File: src/rtl/clockworks.sv
// clockworks: board-clock gearbox and reset stretcher.
// Divides CLK by 2^SLOW to make the slow system clock clk, and holds the
// active-low resetn low for 2^RESET_BITS-1 slow-clock periods after power-up
// or after RESET is released.
module clockworks #(
   parameter int SLOW       = 0,
   parameter int RESET_BITS = 4
) (
   input  logic CLK,
   input  logic RESET,
   output logic clk,
   output logic resetn
);

   // Reject nonsensical parameters while the design is being elaborated.
   if (SLOW < 0) begin : g_bad_slow
      $error("clockworks: SLOW must be >= 0");
   end
   if (RESET_BITS < 1) begin : g_bad_reset_bits
      $error("clockworks: RESET_BITS must be >= 1");
   end

   // High in the last CLK cycle of each slow-clock period.
   logic wrap;

   if (SLOW > 0) begin : g_div
      // Power-up value of zero starts the reset sequence without RESET.
      logic [SLOW-1:0] div = '0;

      // Free-running divider, cleared by RESET so clk is forced low.
      always_ff @(posedge CLK) begin
         if (RESET) begin
            div <= '0;
         end else begin
            div <= div + 1'b1;
         end
      end

      // MSB of the divider is a 50% duty square wave straight from a register.
      assign clk  = div[SLOW-1];
      assign wrap = &div;
   end else begin : g_nodiv
      // No division: the slow clock is the board clock and every cycle wraps.
      assign clk  = CLK;
      assign wrap = 1'b1;
   end

   // Reset-stretch counter; zero at power-up so resetn starts low.
   logic [RESET_BITS-1:0] rcnt = '0;

   // Count slow-clock periods until saturation; RESET wins over a wrap.
   always_ff @(posedge CLK) begin
      if (RESET) begin
         rcnt <= '0;
      end else if (wrap && !(&rcnt)) begin
         rcnt <= rcnt + 1'b1;
      end
   end

   // Decoded purely from register bits. rcnt only changes as div wraps to
   // zero (clk falling), so resetn is stable around clk rising edges.
   assign resetn = &rcnt;

endmodule

File: config.mk
export PLATFORM = sky130hd
export DESIGN_NAME = clockworks
export DESIGN_NICKNAME = d
export VERILOG_FILES = /design/src/rtl/clockworks.sv
export SDC_FILE = /design/constraint.sdc
export NUM_CORES = 1
export LEC_CHECK = 0
export BUFFER_PORTS_ARGS = -buffer_cell sky130_fd_sc_hd__buf_2
export CAP_MARGIN = 0
export CELL_PAD_IN_SITES_DETAIL_PLACEMENT = 1
export CELL_PAD_IN_SITES_GLOBAL_PLACEMENT = 2
export CORE_AREA = 5 5 42 44
export CTS_BUF_LIST = sky130_fd_sc_hd__clkbuf_2
export DETAILED_ROUTE_END_ITERATION = 7
export DIE_AREA = 0 0 47 49
export PLACE_DENSITY_LB_ADDON = 0.1
export RECOVER_POWER = 25
export SETUP_SLACK_MARGIN = 0.2
export SYNTH_ARGS = -nofsm -noshare
export SYNTH_HDL_FRONTEND = slang
export SYNTH_SLANG_ARGS = --single-unit
File: constraint.sdc
create_clock -name CLK -period 1.2 [get_ports CLK]
set_clock_uncertainty 0.15 [all_clocks]
set_input_delay 0 -clock CLK [delete_from_list [all_inputs] [get_ports CLK]]
set_output_delay 0 -clock CLK [all_outputs]
set_load 0.05 [all_outputs]
# ---- Yosys cells after proc, flatten, opt, wreduce, memory -nomap -nowiden
# Index checks and enable logic that the tools add are counted.
dict set report totals {
  n_memories 0
  mem_bits_rw 0
  ff_bits 4
  latch_bits 0
  rom_bits 0
}
dict set report op_classes {
  magnitude_cmp 0
  div_mod_pow 0
  n_shift 0
  muxes 0
  bitwise_logic 0
  n_eq_ne 0
  multipliers 0
  n_addsub 1
  n_reduce_logical 1
}
# cell count
set ops {}
lappend ops {{adder 4 x 1 -> 4 bit, second input constant} 1}
lappend ops {{AND reduction 4 bit} 1}

# ---- Depth between registers and ports, before layout
# Gate-level depths: netlist of the first run.
dict set report depth {
  word_depth 1
  depth_mapped 3
  ltp_nobuf 3
}

==> impl_metrics.json, run 1 <==
{
  "status": "finished with violations",
  "violations": "setup timing",
  "critPathMaxStageDelay_ns": 0.35,
  "largest_register_ffs": 4,
  "core-area_um2": 1400,
  "nets": 36,
  "seq_area_um2": 90.1,
  "cp-start-kind": "flop",
  "route.vias.total": 194,
  "worstPathArrival_ns": 1.13,
  "gp_congestion": 0.627,
  "rrSetupSlack_ns": -0.02,
  "syn_inst": 19,
  "setup_tns_ns": -0.0984,
  "cp-end-kind": "primary output",
  "power.leakage_nw": 0.136,
  "synth_top_area_cell": "dfxtp_1",
  "yosys-top-cells-count": "4 x dfxtp_1, 2 x nand2b_1",
  "comb_power_share_pct": 7.0,
  "synth.area.top_cells": "dfxtp_1 41%, a211oi_2 6.3%, ha_1 6.3%, nand2b_1 6.3%, and3b_2 5.1%",
  "postRouteAntennaNets": 0,
  "drcViolationCount": 0,
  "cp.required_ns": 1.05,
  "final_max_slew_viol_count": 0,
  "grt_overflow": 0,
  "syn_to_final_growth_pct": 72.8,
  "netlist_area_um2": 198,
  "pin_count": 4,
  "nFillCells": 168,
  "ys_seq_area_share_pct": 40.5,
  "drive_above_1_share_pct": 74.2,
  "cap_violations": 0,
  "regMostFlops": "rcnt",
  "power.density_nw_per_um2": 1900,
  "grt_pass1_vias": 253,
  "synth_edf_count": 0,
  "worstSetupPathType": "flop to primary output",
  "clk_latency_ns": 0.30,
  "yosysTopAreaCellShare_pct": 40.5,
  "hold_ws_ns": 0.200,
  "portBuffers": 3,
  "worst_pin_slew_ns": 0.168,
  "synthArstFlopShare_pct": 0,
  "irDropWorstVdd_uv": 1120,
  "initial_core_util_pct": 14.1,
  "grt_usage_pct": 7.96,
  "power.internal_mw": 0.386,
  "wl_per_cell_um": 11.7,
  "vias_per_cell": 4.13,
  "r2r_cells": 4,
  "fmax_ghz": 0.781,
  "multi_input_area_um2": 135,
  "antennaDiodeCount": 0,
  "fin_ws_ns": -0.0805,
  "dr.pass1.iters": 4,
  "fp.dieW_um": 47,
  "antenna_found_initial": 0,
  "top_regs": "rcnt x4",
  "grt_pass1_wl_mm": 1.01,
  "min_from": "CLK",
  "syn-num-nets": 22,
  "syn-mean-instance-area_um2": 10.4,
  "synth.most_common_cell": "dfxtp_1",
  "final_core_util_pct": 24.4,
  "power_frac_clock_pct": 69.6,
  "report.final.setup_viol": 2,
  "critPathMaxFanout": 2,
  "path_cells": "ha_4 > and3_4 > buf_8",
  "min_period_ns": 1.28,
  "r2r_start": "rcnt[1]",
  "cts_tree": "built",
  "yosysUniqueCellTypes": 15,
  "p_seq_share_pct": 23.5,
  "die_height_um": 49,
  "rows": 14,
  "min_path_type": "clock port to primary output",
  "drtIter0Drc": 8,
  "path_clk_slew_ns": 0.05,
  "finalCritPeriodShare_pct": 107,
  "r2r_end": "rcnt[3]",
  "synth-main-ff-cell": "dfxtp_1",
  "hold_viol_final": 0,
  "p_switching_mw": 0.265,
  "holdPathEnd": "clk",
  "grt_max_degree": 8,
  "rsz0062_at_grt": "true",
  "total_power_mw": 0.651,
  "slew_headroom_pct": 88.7,
  "p_sw_share_pct": 40.7,
  "min_path_cells": 3,
  "fp.dieArea_um2": 2300,
  "synth-seq-cells": 4,
  "cpMaxStageDelayCell": "dfxtp_4",
  "wl_um": 548,
  "yosys_warnings": 0
}
## stage by stage
step                      setup slack [ns]  instance area [um2]  instances
after global placement              0.0670                  244         37
after detailed placement            0.0751                  244         37
final                              -0.0805                  342         47
after global routing                -0.125                  342         47
after CTS                          -0.0944                  337         47
after floorplan                    0.00528                  216         19
## kinds of logic after synthesis
logic type	synth area share [%]
and+or+nand+nor	27.8
AOI/OAI and AO/OA	16.5
DFF	40.5
buffers and inverters	3.80
muxes	5.06
adders and majority gates	6.33
## routing by layer
metal  GRT usage [%]  part of all wire [%]  vias up
li1                -                     -       99
met1            6.17                    45       89
met2            7.24                    45        3
met3            5.90                   4.2        3
met4            17.1                   5.3        0
met5               0                     0        -
## how the worst max path moves through the flow
| stage | endpoint | cells after the start | start |
|---|---|---|---|
| floorplan | rcnt[1] | 3 | rcnt[0] |
| global route | resetn | 3 | rcnt[1] |
| global placement | resetn | 3 | rcnt[0] |
| detailed placement | rcnt[3] | 3 | rcnt[0] |
| finish | resetn | 3 | rcnt[1] |
| CTS | resetn | 3 | rcnt[0] |
## what timing repair did
item,CTS,global route
setup endpoints to repair,6,6
hold endpoints to repair,4,0
hold buffers,1,0
pin swaps,3,1
buffers inserted,3,0
resized for setup,9,5
## final cells by class
cell class              count  share of cell area [%]
multi-input cells          14                    39.6
repair buffers              6                    15.4
flip-flops and latches      4                    26.4
clock buffers               7                    12.8
well taps                  16                    5.86
## worst max-delay path, delay by kind of cell (launching register included)
kind	cells	cell delay (ns)
buffers and inverters	1	0.15
DFF	1	0.35
and+or+nand+nor	1	0.18
adders and majority gates	1	0.15
## power by group through the flow
| stage | registers [mW] | logic (mW) | clock network, mW |
|---|---|---|---|
| CTS | 0.152 | 0.0443 | 0.494 |
| detailed placement | 0.159 | 0.0273 | 0.159 |
| floorplan | 0.156 | 0.0199 | 0.180 |
| global route | 0.153 | 0.0525 | 0.489 |
| finish | 0.153 | 0.0453 | 0.453 |
| global placement | 0.159 | 0.0261 | 0.159 |
## layout by cell type, fill, tap and decap left out
| cell | count |
|---|---|
| dlygate4sd3_1 | 1 |
| buf_2 | 1 |
| mux2i_1 | 1 |
| a31o_2 | 1 |
| nor2_1 | 1 |
| and3_4 | 1 |
| nor3_2 | 1 |
| nand4_1 | 1 |
| a21oi_2 | 1 |
| buf_4 | 4 |
| dfxtp_2 | 2 |
| and4b_1 | 1 |
| a211oi_2 | 1 |
| a31oi_1 | 1 |
| clkbuf_2 | 5 |
| buf_6 | 1 |
| buf_8 | 1 |
| and3b_2 | 1 |
| nand2b_1 | 2 |
| dfxtp_4 | 2 |
| ha_4 | 1 |
(Power assumes the default switching activity.)
==> run 2: changes to the inputs <==
clock period = 1.1 ns   (was 1.2 ns; I/O delays follow)
==> run 2 against run 1 <==
  * The run still ends with setup timing left
  * Final area is 1.8% higher
  * Critical path depth stayed put
  * Critical endpoint unchanged
  * Sequential cell count stayed put
  * Hold slack worse by 0.034 ns
  * Combinational power is 13% higher
  * Via count is 9.8% higher
  * Sequential power is 9.8% higher
  * Final cell count is 2.1% higher
  * Power is 17% higher
  * Wire length is 10% higher
  * Clock-buffer cell count stayed put
  * First-iteration DRC count is 100% lower
==> impl_metrics.json, run 2 (synthesis results as in run 1) <==
{
  "p_seq_share_pct": 22.1,
  "clk_latency_ns": 0.32,
  "worstSetupPathType": "flop to primary output",
  "grt_overflow": 0,
  "min_path_type": "clock port to primary output",
  "setup_tns_ns": -0.457,
  "comb_power_share_pct": 6.7,
  "min_period_ns": 1.28,
  "initial_core_util_pct": 14.1,
  "cp-end-kind": "primary output",
  "route.vias.total": 213,
  "top_regs": "rcnt x4",
  "grt_max_degree": 8,
  "pin_count": 4,
  "total_power_mw": 0.760,
  "power.internal_mw": 0.449,
  "report.final.setup_viol": 5,
  "worstPathArrival_ns": 1.13,
  "violations": "setup timing",
  "drcViolationCount": 0,
  "critPathMaxFanout": 2,
  "antennaDiodeCount": 0,
  "grt_pass1_vias": 214,
  "grt_pass1_wl_um": 883,
  "cts_tree": "built",
  "p_switching_mw": 0.312,
  "grt_usage_pct": 7.32,
  "regMostFlops": "rcnt",
  "finalCritPeriodShare_pct": 117,
  "r2r_cells": 4,
  "final_max_slew_viol_count": 0,
  "largest_register_ffs": 4,
  "design_area_um2": 348,
  "p_sw_share_pct": 41.0,
  "fp.dieArea_um2": 2300,
  "final_core_util_pct": 24.8,
  "cp.required_ns": 0.95,
  "die_height_um": 49,
  "power_frac_clock_pct": 71.2,
  "path_clk_slew_ns": 0.06,
  "status": "finished with violations",
  "placed_cell_area_um2": 259,
  "vias_per_cell": 4.44,
  "nFillCells": 174,
  "dr.pass1.iters": 1,
  "fin_ws_ns": -0.185,
  "antenna_found_initial": 0,
  "core-area_um2": 1400,
  "rows": 14,
  "drtIter0Drc": 0,
  "irDropWorstVdd_uv": 1110,
  "worst_pin_slew_ns": 0.167,
  "nets": 37,
  "portBuffers": 3,
  "cap_violations": 0,
  "wl_um": 603,
  "wl_per_cell_um": 12.6,
  "min_path_cells": 3,
  "cp-start-kind": "flop",
  "hold_viol_final": 0,
  "fmax_ghz": 0.778,
  "power.leakage_nw": 0.142,
  "drive_above_1_share_pct": 75.0,
  "final_common_cell": "clkbuf_2",
  "rsz0062_at_grt": "true",
  "slew_headroom_pct": 88.8,
  "postRouteAntennaNets": 0,
  "rrSetupSlack_ns": -0.10,
  "gp_congestion": 0.626,
  "syn_to_final_growth_pct": 75.9,
  "power.density_nw_per_um2": 2190,
  "fp.dieW_um": 47,
  "final_cell_mix": "5 x clkbuf_2, 4 x buf_4, 4 x dfxtp_2, 2 x nand2b_1, 2 x buf_6"
}
[run 2: cell count changes in the layout (fill, tap and decap cells not counted), sizes merged]
cell / delta
buf: +1
[run 2: critical path, stage by stage (launching register included)]
cell,delay [ns]
dfxtp_2,0.35
ha_4,0.13
and3_4,0.19
buf_8,0.14
[run 2: path summary, 6_finish.rpt]
check | end | start
min | clk | CLK
max | resetn | rcnt[0]
min reg2reg | rcnt[3] | rcnt[3]
max reg2reg | rcnt[3] | rcnt[0]
[run 2: power groups by stage]
| stage | clock [mW] | combinational [mW] | sequential [mW] |
|---|---|---|---|
| after floorplan | 0.196 | 0.0217 | 0.170 |
| after global placement | 0.173 | 0.0410 | 0.170 |
| after detailed placement | 0.173 | 0.0447 | 0.170 |
| after CTS | 0.544 | 0.0518 | 0.167 |
| after global routing | 0.571 | 0.0564 | 0.169 |
| final | 0.542 | 0.0510 | 0.168 |
[run 2: timing repair]
item                                    4_1_cts  5_1_grt
resized for setup                             9        3
setup buffers                                 1        1
endpoints found under the setup margin        6        6
pin swaps                                     3        1
hold buffers                                  1        0
endpoints found under the hold margin         4        0
[run 2: per-stage QoR]
step | std cells | hold WS [ns] | setup slack [ns]
final | 48 | 0.166 | -0.185
after detailed placement | 39 | 0.0830 | 0.00206
after CTS | 47 | 0.195 | -0.216
after global routing | 48 | 0.178 | -0.234
after global placement | 39 | 0.0830 | 0.0108
after floorplan | 19 | -0.0883 | -0.0947
[run 2: cell type report]
class | count | area (um2) | share of cell area, %
timing repair buffer | 7 | 60.1 | 17.3
multi-input combinational | 14 | 135 | 38.8
tap | 16 | 20.0 | 5.76
sequential | 4 | 85.1 | 24.5
clock buffer | 7 | 47.5 | 13.7
[run 2: routing by layer]
metal | track usage (%) | vias to the layer above | wire length (um)
li1 | - | 100 | -
met4 | 17.1 | 0 | 47
met3 | 5.90 | 5 | 28
met2 | 6.56 | 6 | 297
met1 | 4.84 | 102 | 229
met5 | 0 | - | 0
==> run 3: changes to the inputs <==
RECOVER_POWER = not set   (was 25)
clock period = 1.3 ns   (was 1.1 ns; I/O delays follow)
==> run 3 against run 2 <==
  * The run now ends clean
  * Worst setup slack improved by 0.20 ns
  * Utilization rose by 0.54 points
  * Final cell count unchanged
  * Sequential power fell by 16%
  * Final area is 2.2% higher
  * Wire length decreased by 13%
  * Critical path depth did not move
  * Critical path type unchanged
  * Critical endpoint unchanged
  * Largest cell class unchanged
  * Highest routed layer unchanged
==> impl_metrics.json, run 3 (synthesis results as in run 1) <==
{
  "status": "finished, final reports clean",
  "cp-start-kind": "flop",
  "fp.dieArea_um2": 2300,
  "multi_input_area_um2": 135,
  "route.vias.total": 199,
  "worstPathArrival_ns": 1.13,
  "seq_area_um2": 88.8,
  "cp.required_ns": 1.15,
  "placed_cell_area_um2": 244,
  "antenna_found_initial": 0,
  "r2r_start": "rcnt[1]",
  "postRouteAntennaNets": 0,
  "wl_met1_um": 202,
  "portBuffers": 3,
  "min_path_cells": 3,
  "grt_pass1_wl_um": 966,
  "grt_usage_pct": 7.05,
  "syn_to_final_growth_pct": 79.7,
  "total_power_mw": 0.665,
  "worstSetupPathType": "flop to primary output",
  "min_from": "CLK",
  "rsz0062_at_grt": "true",
  "grt_max_degree": 8,
  "grt_pass1_vias": 236,
  "design_area_um2": 355,
  "r2r_cells": 4,
  "crit_start": "rcnt[1]",
  "irDropWorstVdd_uv": 1170,
  "worst_pin_slew_ns": 0.207,
  "drcViolationCount": 0,
  "wl_um": 526,
  "vias_per_cell": 4.15,
  "antennaDiodeCount": 0,
  "clk_latency_ns": 0.30,
  "finalCritPeriodShare_pct": 98.6,
  "drive_above_1_share_pct": 71.9,
  "regMostFlops": "rcnt",
  "nets": 37,
  "grt_overflow": 0,
  "gp_congestion": 0.577,
  "core-area_um2": 1400,
  "cap_violations": 0,
  "top_regs": "rcnt x4",
  "min_period_ns": 1.28,
  "wl_met3_um": 19,
  "min_path_type": "clock port to primary output",
  "slew_headroom_pct": 86.2,
  "nFillCells": 170,
  "fp.dieW_um": 47,
  "power.leakage_nw": 0.143,
  "largest_register_ffs": 4,
  "final_max_slew_viol_count": 0,
  "path_clk_slew_ns": 0.05,
  "final_cell_mix": "5 x clkbuf_2, 4 x buf_4, 2 x nand2b_1, 2 x buf_8, 2 x dfxtp_4",
  "hold_viol_final": 0,
  "die_height_um": 49,
  "report.final.setup_viol": 0,
  "wl_met2_um": 286,
  "rows": 14,
  "fmax_ghz": 0.781,
  "dr.pass1.iters": 1,
  "pin_count": 4,
  "wl_per_cell_um": 11.0,
  "critPathMaxFanout": 3,
  "power.density_nw_per_um2": 1870,
  "initial_core_util_pct": 14.1,
  "cts_tree": "built",
  "cp-end-kind": "primary output",
  "drtIter0Drc": 0,
  "hpwl_um": 311,
  "top_layer": "met4",
  "final_common_cell": "clkbuf_2"
}
run 3: cell counts in the layout (fill, tap and decap cells not counted):
Identical to the previous run, type by type.
run 3: what timing repair did:
action / CTS / global route
hold endpoints to repair: 4 / 0
pin swaps: 1 / 1
endpoints found under the setup margin: 4 / 6
buffers inserted: 3 / 1
hold buffers: 1 / 0
resized for setup: 8 / 5
run 3: worst paths after layout:
path              to  slack (ns)
max           resetn        0.02
min reg2reg  rcnt[3]        0.35
max reg2reg  rcnt[3]        0.08
min              clk        0.16
run 3: worst max-delay path, cell delays in order (launching register included):
cell	delay (ns)
dfxtp_4	0.35
ha_4	0.16
and3_4	0.18
buf_8	0.14
run 3: per-layer routing:
layer / vias to the layer above / track usage [%]
met2: 4 / 6.79
li1: 99 / -
met5: - / 0
met4: 0 / 12.9
met3: 2 / 4.80
met1: 94 / 6.39
run 3: area by class of cell:
class / count / share of cell area, %
clock buffer: 7 / 14.4
multi-input combinational: 14 / 38.0
sequential: 4 / 25.0
tap: 16 / 5.63
timing repair buffer: 7 / 16.9
run 3: through the flow:
stage / TNS (ns) / utilization (%) / hold WS, ns / std cells / worst slack (ns)
after floorplan: 0 / - / -0.0883 / 19 / 0.105
after global placement: 0 / 17.4 / 0.0830 / 37 / 0.169
after detailed placement: 0 / 17.4 / 0.0830 / 37 / 0.173
after CTS: 0 / 23.5 / 0.204 / 47 / 0.00386
after global routing: -0.0159 / 25.4 / 0.184 / 48 / -0.0159
final: 0 / 25.4 / 0.163 / 48 / 0.0188
run 3: power by group:
part	internal, mW	total [mW]	switching (mW)
combinational	0.0247	0.0409	0.0161
sequential	0.131	0.141	0.0103
clock	0.248	0.483	0.235
total	0.404	0.665	0.262
